[src/rtl/ram_bist_ctrl.sv]
// Built-in self-test initiator for a single-port synchronous RAM: writes an address-derived
// pattern, reads it back and compares, then repeats with the inverted pattern.
module ram_bist_ctrl #(
  parameter int unsigned           DATA_WIDTH = 8,
  parameter int unsigned           ADDR_WIDTH = 4,
  parameter logic [DATA_WIDTH-1:0] PATTERN    = DATA_WIDTH'(8'hA5)
) (
  input  logic                  clk,
  input  logic                  rst,
  input  logic                  start,
  output logic                  busy,
  output logic                  done,
  output logic                  pass_ok,
  output logic [ADDR_WIDTH-1:0] fail_addr,
  output logic [DATA_WIDTH-1:0] fail_exp,
  output logic [DATA_WIDTH-1:0] fail_got,
  output logic                  ram_we,
  output logic                  ram_re,
  output logic [ADDR_WIDTH-1:0] ram_addr,
  output logic [DATA_WIDTH-1:0] ram_wdata,
  input  logic [DATA_WIDTH-1:0] ram_rdata
);

  typedef enum logic [2:0] {
    StIdle, StWr0, StRd0, StChk0, StWr1, StRd1, StChk1, StDone
  } state_e;

  localparam logic [ADDR_WIDTH-1:0] AddrMax = '1;

  function automatic logic [DATA_WIDTH-1:0] pat(input logic [ADDR_WIDTH-1:0] a);
    return PATTERN ^ DATA_WIDTH'(a);
  endfunction

  state_e                  state_q, state_d;
  logic [ADDR_WIDTH-1:0]   addr_q, addr_d;
  logic                    cmp_valid_q, cmp_valid_d;
  logic [ADDR_WIDTH-1:0]   cmp_addr_q, cmp_addr_d;
  logic [DATA_WIDTH-1:0]   cmp_exp_q, cmp_exp_d;
  logic                    busy_q, busy_d;
  logic                    done_q, done_d;
  logic                    pass_ok_q, pass_ok_d;
  logic                    fail_seen_q, fail_seen_d;
  logic [ADDR_WIDTH-1:0]   fail_addr_q, fail_addr_d;
  logic [DATA_WIDTH-1:0]   fail_exp_q, fail_exp_d;
  logic [DATA_WIDTH-1:0]   fail_got_q, fail_got_d;
  logic                    mismatch;
  logic                    accept;

  // The compare always targets the read issued on the previous cycle.
  assign mismatch = cmp_valid_q && (ram_rdata != cmp_exp_q);
  assign accept   = start && ((state_q == StIdle) || ((state_q == StDone) && done_q));

  always_comb begin
    state_d     = state_q;
    addr_d      = addr_q;
    cmp_valid_d = 1'b0;
    cmp_addr_d  = cmp_addr_q;
    cmp_exp_d   = cmp_exp_q;
    busy_d      = busy_q;
    done_d      = done_q;
    pass_ok_d   = pass_ok_q;
    fail_seen_d = fail_seen_q;
    fail_addr_d = fail_addr_q;
    fail_exp_d  = fail_exp_q;
    fail_got_d  = fail_got_q;
    ram_we      = 1'b0;
    ram_re      = 1'b0;
    ram_addr    = '0;
    ram_wdata   = '0;

    if (accept) begin
      state_d     = StWr0;
      addr_d      = '0;
      busy_d      = 1'b1;
      done_d      = 1'b0;
      pass_ok_d   = 1'b0;
      fail_seen_d = 1'b0;
      fail_addr_d = '0;
      fail_exp_d  = '0;
      fail_got_d  = '0;
    end else if (mismatch) begin
      // Abort: the read that would have been issued this cycle is suppressed.
      state_d     = StDone;
      addr_d      = '0;
      fail_seen_d = 1'b1;
      fail_addr_d = cmp_addr_q;
      fail_exp_d  = cmp_exp_q;
      fail_got_d  = ram_rdata;
    end else begin
      unique case (state_q)
        StWr0, StWr1: begin
          ram_we    = 1'b1;
          ram_addr  = addr_q;
          ram_wdata = (state_q == StWr0) ? pat(addr_q) : ~pat(addr_q);
          addr_d    = addr_q + 1'b1;
          if (addr_q == AddrMax) begin
            state_d = (state_q == StWr0) ? StRd0 : StRd1;
            addr_d  = (state_q == StWr0) ? '0 : AddrMax;
          end
        end
        StRd0: begin
          ram_re      = 1'b1;
          ram_addr    = addr_q;
          cmp_valid_d = 1'b1;
          cmp_addr_d  = addr_q;
          cmp_exp_d   = pat(addr_q);
          addr_d      = addr_q + 1'b1;
          if (addr_q == AddrMax) state_d = StChk0;
        end
        StRd1: begin
          ram_re      = 1'b1;
          ram_addr    = addr_q;
          cmp_valid_d = 1'b1;
          cmp_addr_d  = addr_q;
          cmp_exp_d   = ~pat(addr_q);
          addr_d      = addr_q - 1'b1;
          if (addr_q == '0) begin
            state_d = StChk1;
            addr_d  = '0;
          end
        end
        StChk0: state_d = StWr1;
        StChk1: state_d = StDone;
        StDone: begin
          // Report one cycle after entering DONE; start is only honoured once reported.
          if (!done_q) begin
            done_d    = 1'b1;
            busy_d    = 1'b0;
            pass_ok_d = !fail_seen_q;
          end
        end
        default: ;
      endcase
    end
  end

  always_ff @(posedge clk or negedge rst) begin
    if (!rst) begin
      state_q     <= StIdle;
      addr_q      <= '0;
      cmp_valid_q <= 1'b0;
      cmp_addr_q  <= '0;
      cmp_exp_q   <= '0;
      busy_q      <= 1'b0;
      done_q      <= 1'b0;
      pass_ok_q   <= 1'b0;
      fail_seen_q <= 1'b0;
      fail_addr_q <= '0;
      fail_exp_q  <= '0;
      fail_got_q  <= '0;
    end else begin
      state_q     <= state_d;
      addr_q      <= addr_d;
      cmp_valid_q <= cmp_valid_d;
      cmp_addr_q  <= cmp_addr_d;
      cmp_exp_q   <= cmp_exp_d;
      busy_q      <= busy_d;
      done_q      <= done_d;
      pass_ok_q   <= pass_ok_d;
      fail_seen_q <= fail_seen_d;
      fail_addr_q <= fail_addr_d;
      fail_exp_q  <= fail_exp_d;
      fail_got_q  <= fail_got_d;
    end
  end

  assign busy      = busy_q;
  assign done      = done_q;
  assign pass_ok   = pass_ok_q;
  assign fail_addr = fail_addr_q;
  assign fail_exp  = fail_exp_q;
  assign fail_got  = fail_got_q;

endmodule

[config.mk]
export PLATFORM = sky130hd
export DESIGN_NAME = ram_bist_ctrl
export DESIGN_NICKNAME = d
export VERILOG_FILES = /design/src/rtl/ram_bist_ctrl.sv
export SDC_FILE = /design/constraint.sdc
export NUM_CORES = 1
export LEC_CHECK = 0
export ABC_CLOCK_PERIOD_IN_PS = 2690
export CAP_MARGIN = 20
export CORE_ASPECT_RATIO = 1.25
export CORE_MARGIN = 5
export CORE_UTILIZATION = 52
export CTS_CLUSTER_SIZE = 8
export DETAILED_ROUTE_END_ITERATION = 6
export PLACE_DENSITY = 0.8
export SYNTH_ARGS = -nofsm -noshare
export SYNTH_HDL_FRONTEND = slang
export SYNTH_SLANG_ARGS = --single-unit
[constraint.sdc]
create_clock -name clk -period 2.69 [get_ports clk]
set_clock_uncertainty 0.1 [all_clocks]
set_input_delay 0.4035 -clock clk [delete_from_list [all_inputs] [get_ports clk]]
set_output_delay 0.4035 -clock clk [all_outputs]
set_load 0.1 [all_outputs]
# After elaboration in Yosys (flattened, before gate mapping)
# Index checks and enable logic that the tools add are counted.
[word_totals] inputBits=11 ff_bits=44
[op_classes] muxes=46 bitwise=4 n_addsub=2 reduce_logical=20 eq_ne=14
[op_table] cell="$mux 8" count=8
[op_table] cell="$mux 4" count=10
[op_table] cell="$mux 1" count=19
[op_table] cell="$mux 3" count=6
[op_table] cell="$pmux 8 s2" count=1
[op_table] cell="$pmux 3 s5" count=1
[op_table] cell="$eq 3x3->1 const B" count=4
[op_table] cell="$ne 4x4->1 const B" count=3
[op_table] cell="$pmux 4 s3" count=1
[op_table] cell="$reduce_and 3->1" count=3
[op_table] cell="$ne 8x8->1" count=1
[op_table] cell="$not 8->8" count=1
[op_table] cell="$reduce_bool 7->1" count=1
[op_table] cell="$eq 3x2->1 const B" count=2
[op_table] cell="$reduce_bool 2->1" count=3
[op_table] cell="$reduce_bool 5->1" count=1
[op_table] cell="$add 4x1->4 const B" count=1
[op_table] cell="$eq 4x4->1 const B" count=1
[op_table] cell="$logic_not 4->1" count=1
[op_table] cell="$ne 2x1->1 const B" count=2
[op_table] cell="$not 2->4" count=1
[op_table] cell="$reduce_and 4->1" count=1
[op_table] cell="$reduce_or 2->1" count=2
[op_table] cell="$reduce_or 4->1" count=1
[op_table] cell="other kinds (8)" count=11

# Logic depth before layout (Yosys ltp)
[logic_depth] depth_word=6 depth_mapped=8 mapped_depth_nobuf=7

# Worst setup path after synthesis
# No wires, ideal clock.
[synth_timing] path_kind="register -> output" startpoint="register cmp_exp_q[1]" endpoint="output port ram_addr[0]" arrival_time_ps=3208 stages_incl_launch_ff=7 path_slack_ps=-1021 n_path_buf=2 required_ps=2187 cell_sequence="dfrtp_1 xnor2_1 nand4_1 o21a_1 buf_6 buf_2 nor3_1"
[synth_via] elab_chain_cells=4
[synth_rtl] element="start: declaration" line="38" source="logic [DATA_WIDTH-1:0] cmp_exp_q, cmp_exp_d;"
[synth_rtl] element="start signal: assignment" line="156" source="cmp_exp_q <= cmp_exp_d;"
[synth_rtl] element="$ne 8x8->1" line="50" source="assign mismatch = cmp_valid_q && (ram_rdata != cmp_exp_q);"
[synth_rtl] element="$logic_and 1x1->1" line="50"
[synth_rtl] element="$mux 4" line="81" source="end else if (mismatch) begin"
[synth_rtl] element="$mux 4" line="71" source="if (accept) begin"
[synth_rtl] element="end: declaration" line="19" source="output logic [ADDR_WIDTH-1:0] ram_addr,"
# No other way between the ends.

# Worst setup path in the final report
[layout_timing] startpoint="input port ram_rdata[1]" endpoint="output port ram_we"
[layout_via] elab_chain_cells=4
[layout_rtl] element="start: declaration" line="21" source="input logic [DATA_WIDTH-1:0] ram_rdata"
[layout_rtl] element="$ne 8x8->1" line="50"
[layout_rtl] element="$logic_and 1x1->1" line="50"
[layout_rtl] element="$mux 1" line="81"
[layout_rtl] element="$mux 1" line="71"
[layout_rtl] element="end: declaration" line="17" source="output logic ram_we,"
# No other way between the ends.

==> flow_metrics.env <==
export IMPL_design_area_mm2=0.00324
export IMPL_cp_arrival_ns=2.11
export IMPL_cp_start_kind="primary input"
export IMPL_grt_pass1_wl_um=11300
export IMPL_clk_pin_slew_ns=0.08
export IMPL_hold_buffers=0
export IMPL_synth_edf_count=0
export IMPL_yosysTopAreaCellShare_pct=40.9
export IMPL_multi_input_comb_area_mm2=0.00132
export IMPL_place_congestion=0.917
export IMPL_synth_area_leaders="dfrtp_1, mux2i_1, nor2_1"
export IMPL_synth_seq_cells=40
export IMPL_synth_most_common_cell="dfrtp_1"
export IMPL_fillers=356
export IMPL_dp_hpwl_um=4510
export IMPL_hold_class="in2async"
export IMPL_start_util_pct=52.5
export IMPL_drc=0
export IMPL_synthMuxAreaShare_pct=8.69
export IMPL_worstPathRequired_ns=2.19
export IMPL_syn2layout_area_growth_pct=32.5
export IMPL_routed_via_density=5.95
export IMPL_min_period_over_period_pct=97.3
export IMPL_synth_seq_area_share_pct=40.9
export IMPL_post_cts_setup_buffers=0
export IMPL_worst_path_buf_inv=2
export IMPL_root_buffer="clkbuf_8"
export IMPL_r2r_start="addr_q[1]"
export IMPL_cts_sinks=40
export IMPL_h_tree_depth=2
export IMPL_synth_xor_area_share_pct=2.15
export IMPL_avgRoutedWirePerCell_um=16.9
export IMPL_worstSetupPathType="in2out"
export IMPL_yosys_top_cells_count="dfrtp_1, nor2_1, mux2i_1"
export IMPL_synth_top_family_by_area="compound AO/OA/AOI/OAI gates"
export IMPL_place_area_mm2=0.00307
export IMPL_nNetsFinal=335
export IMPL_fmaxAchievable_ghz=0.382
export IMPL_cts_tree="done"
export IMPL_fp_dieH_um=86.7
export IMPL_cts_max_path_buffers=2
export IMPL_synth_area_mm2=0.00245
export IMPL_setup_worst_path_end_class="output port"
export IMPL_grt_pass1_vias=2366
export IMPL_min_period_ns=2.62
export IMPL_io_buffers=47
export IMPL_worstMarginPinSlew_ns=0.869
export IMPL_die_x_um=71.4
export IMPL_status="complete, no violations"
export IMPL_grt_max_degree=41
export IMPL_synth_top_area_cell="dfrtp_1"
export IMPL_insertion_delay_ns=0.30
export IMPL_gr_usage_all_layers_pct=23.0
export IMPL_synth_compound_area_share_pct=19.6
export IMPL_synth_warnings=0
export IMPL_crit_family="buffers and inverters"
export IMPL_hold_viol=0
export IMPL_antenna_found_initial=0
export IMPL_n_antenna_cell=0
export IMPL_cts_buffers=5
export IMPL_synth_ff_type="dfrtp_1"
export IMPL_synth_distinct_cells=50
export IMPL_startpoint="ram_rdata[1]"
export IMPL_relSlewSlack_pct=42.1
export IMPL_ios=48
export IMPL_path_cells="clkdlybuf4s50_1, xnor2_2, nand4_1, o21a_2, or2_4, a21oi_2, buf_12"
export IMPL_regArea_mm2=0.00100
export IMPL_maxCapViolations=0
export IMPL_rows=28
export IMPL_antenna_left=0
export IMPL_vias=2273
export IMPL_detail_route_iter0_violations=182
export IMPL_dieArea_mm2=0.00619
export IMPL_core_mm2=0.00466
export IMPL_synth_nets=294
export IMPL_yosys_area_share_simple_pct=19.1
export IMPL_routed_wl_um=6470
export IMPL_grt_ovfl_total=0
export IMPL_setup_violations=0
export IMPL_worst_path_max_delay_cell="clkdlybuf4s50_1"
export IMPL_syn_area_per_cell_um2=8.74
export IMPL_synthAdderAreaFrac_pct=1.53
export IMPL_cp_max_fo=7
export IMPL_drive_gt1_share_pct=25.5
export IMPL_rsz0062_at_grt="no"
export IMPL_cpPeakStageDelay_ns=0.53
export IMPL_finalMaxSlewViolations=0
export IMPL_dr_pass1_iters=4
export IMPL_syn_inst=280
export IMPL_synthArstFlopShare_pct=100
## cell type report
| class | count | share of cell area, % |
|---|---|---|
| Inverter | 15 | 1.74 |
| Multi-Input combinational cell | 197 | 40.7 |
| Sequential cell | 40 | 30.9 |
| Clock inverter | 2 | 1.20 |
| Timing Repair Buffer | 62 | 20.6 |
| Tap cell | 60 | 2.31 |
| Clock buffer | 6 | 2.55 |
## layer usage
| metal | vias up | wire [µm] | track usage, % |
|---|---|---|---|
| met4 | 0 | 165 | 9.06 |
| met2 | 76 | 3410 | 39.6 |
| met1 | 1088 | 2570 | 28.4 |
| li1 | 1088 | - | - |
| met3 | 21 | 329 | 3.83 |
| met5 | - | 0 | 0 |
## cell families after synthesis
group	count (synthesis)
simple gates	98
mux	21
compound gates	69
flops	40
buf+inv	43
fa+ha+maj	3
xor+xnor	6
## state kept, by name (all words and copies together), names as in the netlist
register and cells:
cmp_exp_q 6, fail_got 8, fail_addr 4, addr_q 4, fail_exp 6, pass_ok 1, cmp_valid_q 1, state_q 3
busy 1, fail_seen_q 1, cmp_addr_q 4, done 1
## worst reg2reg max path, delay by kind of cell (launching register included)
kind	cells	cell delay, ns
AO/OA/AOI/OAI	4	0.88
adder cells (fa/ha/maj)	1	0.29
buffers and inverters	1	0.22
flip-flops	1	0.59
AND/OR/NAND/NOR	1	0.19
## layout by cell type, fill, tap and decap left out, types with 7 or more instances in the layout
cell and n:
dfrtp_1 39, o21ai_0 12, nor2_1 33, buf_12 14, a21oi_1 10, clkdlybuf4s50_1 7
buf_4 37, o22ai_1 12, mux2i_1 19, nand2_1 15, inv_1 14, and3_1 7
nand3_1 8
## path summary, 6_finish.rpt
| path | cells past startpoint | end | slack, ns |
|---|---|---|---|
| worst max-delay path | 7 | ram_we | 0.07 |
| worst min-delay path | 1 | fail_got[6] | 0.12 |
| worst max register to register | 7 | addr_q[1] | 0.29 |
| worst min register to register | 1 | pass_ok | 0.36 |
| max in group asynchronous | 1 | state_q[0] | 1.77 |
| min in group clk | 1 | pass_ok | 0.36 |
## repair_timing
item,in CTS,in global routing
pin swaps,0,2
endpoints found under the setup margin,11,10
gates resized for setup,9,6
## stage by stage
step,setup slack (ns),std cells,hold slack [ns],util (%),TNS [ns]
CTS,0.0206,382,0.138,69.2,0
floorplan,-0.574,280,0.00791,-,-3.18
global route,0.00358,382,0.188,69.6,0
detailed placement,-0.0672,374,0.347,65.9,-0.399
finish,0.0720,382,0.117,69.6,0
global placement,-0.0109,374,0.337,65.9,-0.0338
Power is not shown: default switching activity piles up to over one toggle a cycle in this logic, so the estimate is an artifact.
==> RTL edit 1: new RTL, same settings <==
Change the parameter `DATA_WIDTH` from 8 to 6.
--- a/src/rtl/ram_bist_ctrl.sv
+++ b/src/rtl/ram_bist_ctrl.sv
@@ -2,5 +2,5 @@
 // pattern, reads it back and compares, then repeats with the inverted pattern.
 module ram_bist_ctrl #(
-  parameter int unsigned           DATA_WIDTH = 8,
+  parameter int unsigned           DATA_WIDTH = 6,
   parameter int unsigned           ADDR_WIDTH = 4,
   parameter logic [DATA_WIDTH-1:0] PATTERN    = DATA_WIDTH'(8'hA5)
Interface: changed (resized fail_exp, fail_got, ram_rdata and ram_wdata); port bits go from 48 to 40. The function was not compared with the original's and may differ.
==> RTL edit 1 against the original RTL <==
- die area down 6.3%
- cell area down 8.5%
- area after synthesis down 7.2%
- sequential cell count down 2
- cell count down 3.9%
- routed wire length down 8.2%
- worst setup slack better by 26 ps
- worst hold slack worse by 8.0 ps
- register-to-register slack better by 230 ps
- critical endpoint is now ram_wdata[3]
Power is not shown: default switching activity piles up to over one toggle a cycle in this logic, so the estimate is an artifact.
==> RTL edit 1: results (changes against the original RTL) <==
outcome finished, final reports clean; sequential share of the synthesized area 41.9% (+0.95 points); post-synthesis mux area share 0.441% (-8.3 points); top cells by count, synth nand2_1, dfrtp_1, a21oi_1; Placed Instances 359 (-4.0%); global-route wire length before repair 10.4 mm (-7.9%); Worst Path Arrival 2090 ps (-20 ps); HPWL after detailed placement 4.19 mm (-7.0%); Tightest Pin Transition 836 ps (-32.2 ps); Post-Layout Cell Count 367 (-3.9%); antenna cells 0 (unchanged); number of global-route vias before repair 2197 (-7.1%); CTS H-tree lvls 2 (unchanged); placed cell areas 2830 sq um (-7.9%); ratio of cells with drive above 1 in the final layout 23.3% (-2.2 points); Adder-Cell Fraction of Synth Area 1.65% (+0.12 points); vias per std cell 5.98 (+0.56%); Post-Synth XOR/XNOR Area 2.70% (+0.55 points); gr usage total 21.9% (-1.1 points); Layout Nets 320 (-4.5%); R2R Path Start addr_q[1]; CP Launch Point ram_rdata[3]; Post-CTS Resized 0 (-9); syn nets 286 (-2.7%); First DRT Iteration DRCs 188 (+3.3%); clk root buf clkbuf_8; GP Congestion 0.920 (+0.34%); Compound-Gate Fraction of Synth Area 24.6% (+4.9 points); Mean Syn Cell Area 8.29 sq um (-5.1%); ranking of synthesized cells by area dfrtp_1, a21oi_1, nand2_1; final WL 5.94 mm (-8.2%); Synth Flop Type dfrtp_1; PortBufs 39 (-17%); slowest stage delay, CP 510 ps (-20 ps); Max Transition Viols Final 0 (unchanged); largest net degree at the start of global routing 39 (-4.9%)
RTL edit 1: through the flow:
step / utilization, % / setup slack, ps / hold slack (ps)
floorplan: - / -283 / 7.91
global placement: 65.3 / 131 / 344
detailed placement: 65.3 / 115 / 367
CTS: 68.6 / 97.2 / 128
global route: 68.6 / 13.9 / 192
finish: 68.6 / 98.3 / 110
RTL edit 1: path summary, 6_finish.rpt:
kind | endpoint | slack (ps) | depth (start not counted)
worst min register to register | pass_ok | 370 | 1
max in group asynchronous | state_q[1] | 1860 | 1
min in group clk | pass_ok | 370 | 1
worst min-delay path | fail_got[0] | 110 | 1
worst max-delay path | ram_wdata[3] | 100 | 7
worst max register to register | state_q[0] | 520 | 6
RTL edit 1: routing by layer:
layer	vias up	global-route usage [%]	routed length, um
li1	1044	-	-
met1	1029	25.5	2320
met2	102	36.3	2980
met3	21	4.94	384
met4	0	13.3	246
met5	-	0	0
RTL edit 1: logic make-up after synthesis:
logic type,Yosys count
adders and majority gates,3
muxes,1
DFF,38
and+or+nand+nor,108
buffers and inverters,33
xor gates and xnor gates,7
AOI/OAI and AO/OA,84
RTL edit 1: cell type report:
class                           instances  share of cell area, %
Multi-Input combinational cell        203                   41.2
Sequential cell                        38                   32.0
Timing Repair Buffer                   50                   18.2
Clock buffer                            6                   2.78
Tap cell                               58                   2.45
Clock inverter                          2                   2.02
Inverter                               10                   1.26
==> RTL edit 2: new RTL, same flow settings <==
Made on the original files. Take the reset off `cmp_addr_q` and load it in a clocked block of its own.
--- a/src/rtl/ram_bist_ctrl.sv
+++ b/src/rtl/ram_bist_ctrl.sv
@@ -140,5 +140,4 @@
       addr_q      <= '0;
       cmp_valid_q <= 1'b0;
-      cmp_addr_q  <= '0;
       cmp_exp_q   <= '0;
       busy_q      <= 1'b0;
@@ -153,5 +152,4 @@
       addr_q      <= addr_d;
       cmp_valid_q <= cmp_valid_d;
-      cmp_addr_q  <= cmp_addr_d;
       cmp_exp_q   <= cmp_exp_d;
       busy_q      <= busy_d;
@@ -165,4 +163,8 @@
   end
 
+  always_ff @(posedge clk) begin
+    cmp_addr_q <= cmp_addr_d;
+  end
+
   assign busy      = busy_q;
   assign done      = done_q;
Behaviour: no difference found for any inputs over 10 cycles, from zero or initial values and one cycle with rst low; that may be too few to reach the edited logic, so the function may still have changed.
==> RTL edit 2 against the original RTL <==
- cell area is 4.9% lower
- sequential cell count stayed put
- first-iteration DRC count is 24% lower
- sequential share of layout area is 2.2 points higher
- routed wire length is 13% lower
- via count is 8.7% lower
- area after synthesis is 4.2% lower
- count of clock-buffer cells in the layout is 1 lower
- worst setup slack better by 85 ps
- worst hold slack better by 220 ps
- cell count is 4.5% lower
- critical path type unchanged
- critical endpoint is now ram_wdata[6]
- largest cell class unchanged
Power is left out: the tool's default activity adds up to more than one toggle a clock period on the data nets, which glitch-free logic cannot reach.
==> RTL edit 2: results (changes against the original RTL) <==
CP Max Fanout 9 (+2); Worst Path Arrival 2030 ps (-80 ps); ratio of cells with drive above 1 in the final layout 24.1% (-1.4 points); Yosys cell types 48 (-4.0%); Clock-cell share 2.68% (-1.1 points); Async SR Flop Fraction 90.0% (-10 points); met3 Track Usage GR 5.09% (+1.3 points); final WL 5.60 mm (-13%); ranking of synthesized cells by area dfrtp_1, mux2i_1, nor2_1; met2 wire length 2.83 mm (-17%); top cells by count, synth nor2_1, dfrtp_1, mux2i_1; Signal buf overhead 21.2% (+0.54 points); syn nets 276 (-6.1%); First DRT Iteration DRCs 139 (-24%); Buffers excl. clock 59 (-4.8%); HPWL after detailed placement 4.00 mm (-11%); gr usage total 20.0% (-2.9 points); global-route wire length before repair 9.77 mm (-14%); vias per std cell 5.68 (-4.5%); met2 Use GR 35.1% (-4.6 points); number of global-route vias before repair 2105 (-11%); pre-CTS WS 17.1 ps (+84.3 ps); Fill cells 353 (-0.84%); Post-synth EDFFs 4 (+4); CLK BUF 5 (-1); max_slew headroom 64.0% (+22 points); Layout Nets 320 (-4.5%); wire length on met3 390 um (+19%); outcome finished, final reports clean; Inverters 14 (-1)
[RTL edit 2: cell types whose count changed in the layout (fill, tap and decap cells not counted), sizes merged, moves of 4 or more]
cell	unedited run	this run
buf	53	49
dfrtp	40	36
a21oi	13	19
edfxtp	0	4
o22ai	12	8
and2	2	6
nor2	39	44
a221oi	6	0
[RTL edit 2: per-stage QoR]
| step | instance area [sq um] | instances | hold slack (ps) | utilization, % | TNS [ps] |
|---|---|---|---|---|---|
| 2_1_floorplan | 2350 | 262 | 7.91 | - | -1690 |
| 3_3_place_gp | 2960 | 357 | 343 | 67.3 | 0 |
| 3_5_place_dp | 2960 | 357 | 361 | 67.3 | 0 |
| 4_1_cts | 3040 | 365 | 371 | 69.2 | 0 |
| 5_1_grt | 3080 | 365 | 356 | 70.2 | 0 |
| 6_report | 3080 | 365 | 336 | 70.2 | 0 |
[RTL edit 2: final timing paths]
kind                              startpoint            to  slack [ps]  cells past startpoint
worst max-delay path            ram_rdata[6]  ram_wdata[6]         160                      7
min in group asynchronous                rst       pass_ok         410                      2
worst min register to register   fail_seen_q       pass_ok         370                      1
worst max register to register  cmp_exp_q[3]       pass_ok         420                      6
max in group asynchronous                rst   fail_exp[3]        1750                      2
worst min-delay path            ram_rdata[1]   fail_got[1]         340                      3
[RTL edit 2: worst register-to-register path: cells and delay by family, from the launching register on]
family	cells	cell delay (ps)
flops	1	420
compound gates	1	290
simple gates	2	590
buf+inv	1	360
xor+xnor	1	200
mux	1	250
[RTL edit 2: cells by family (layout without fill, tap and decap cells)]
kind of cell,Yosys count,after routing,synth area share [%]
flops,40,40,43.6
xor+xnor,5,5,1.87
mux,20,20,8.54
simple gates,94,94,18.7
compound gates,64,64,18.2
buf+inv,36,81,7.47
fa+ha+maj,3,3,1.60
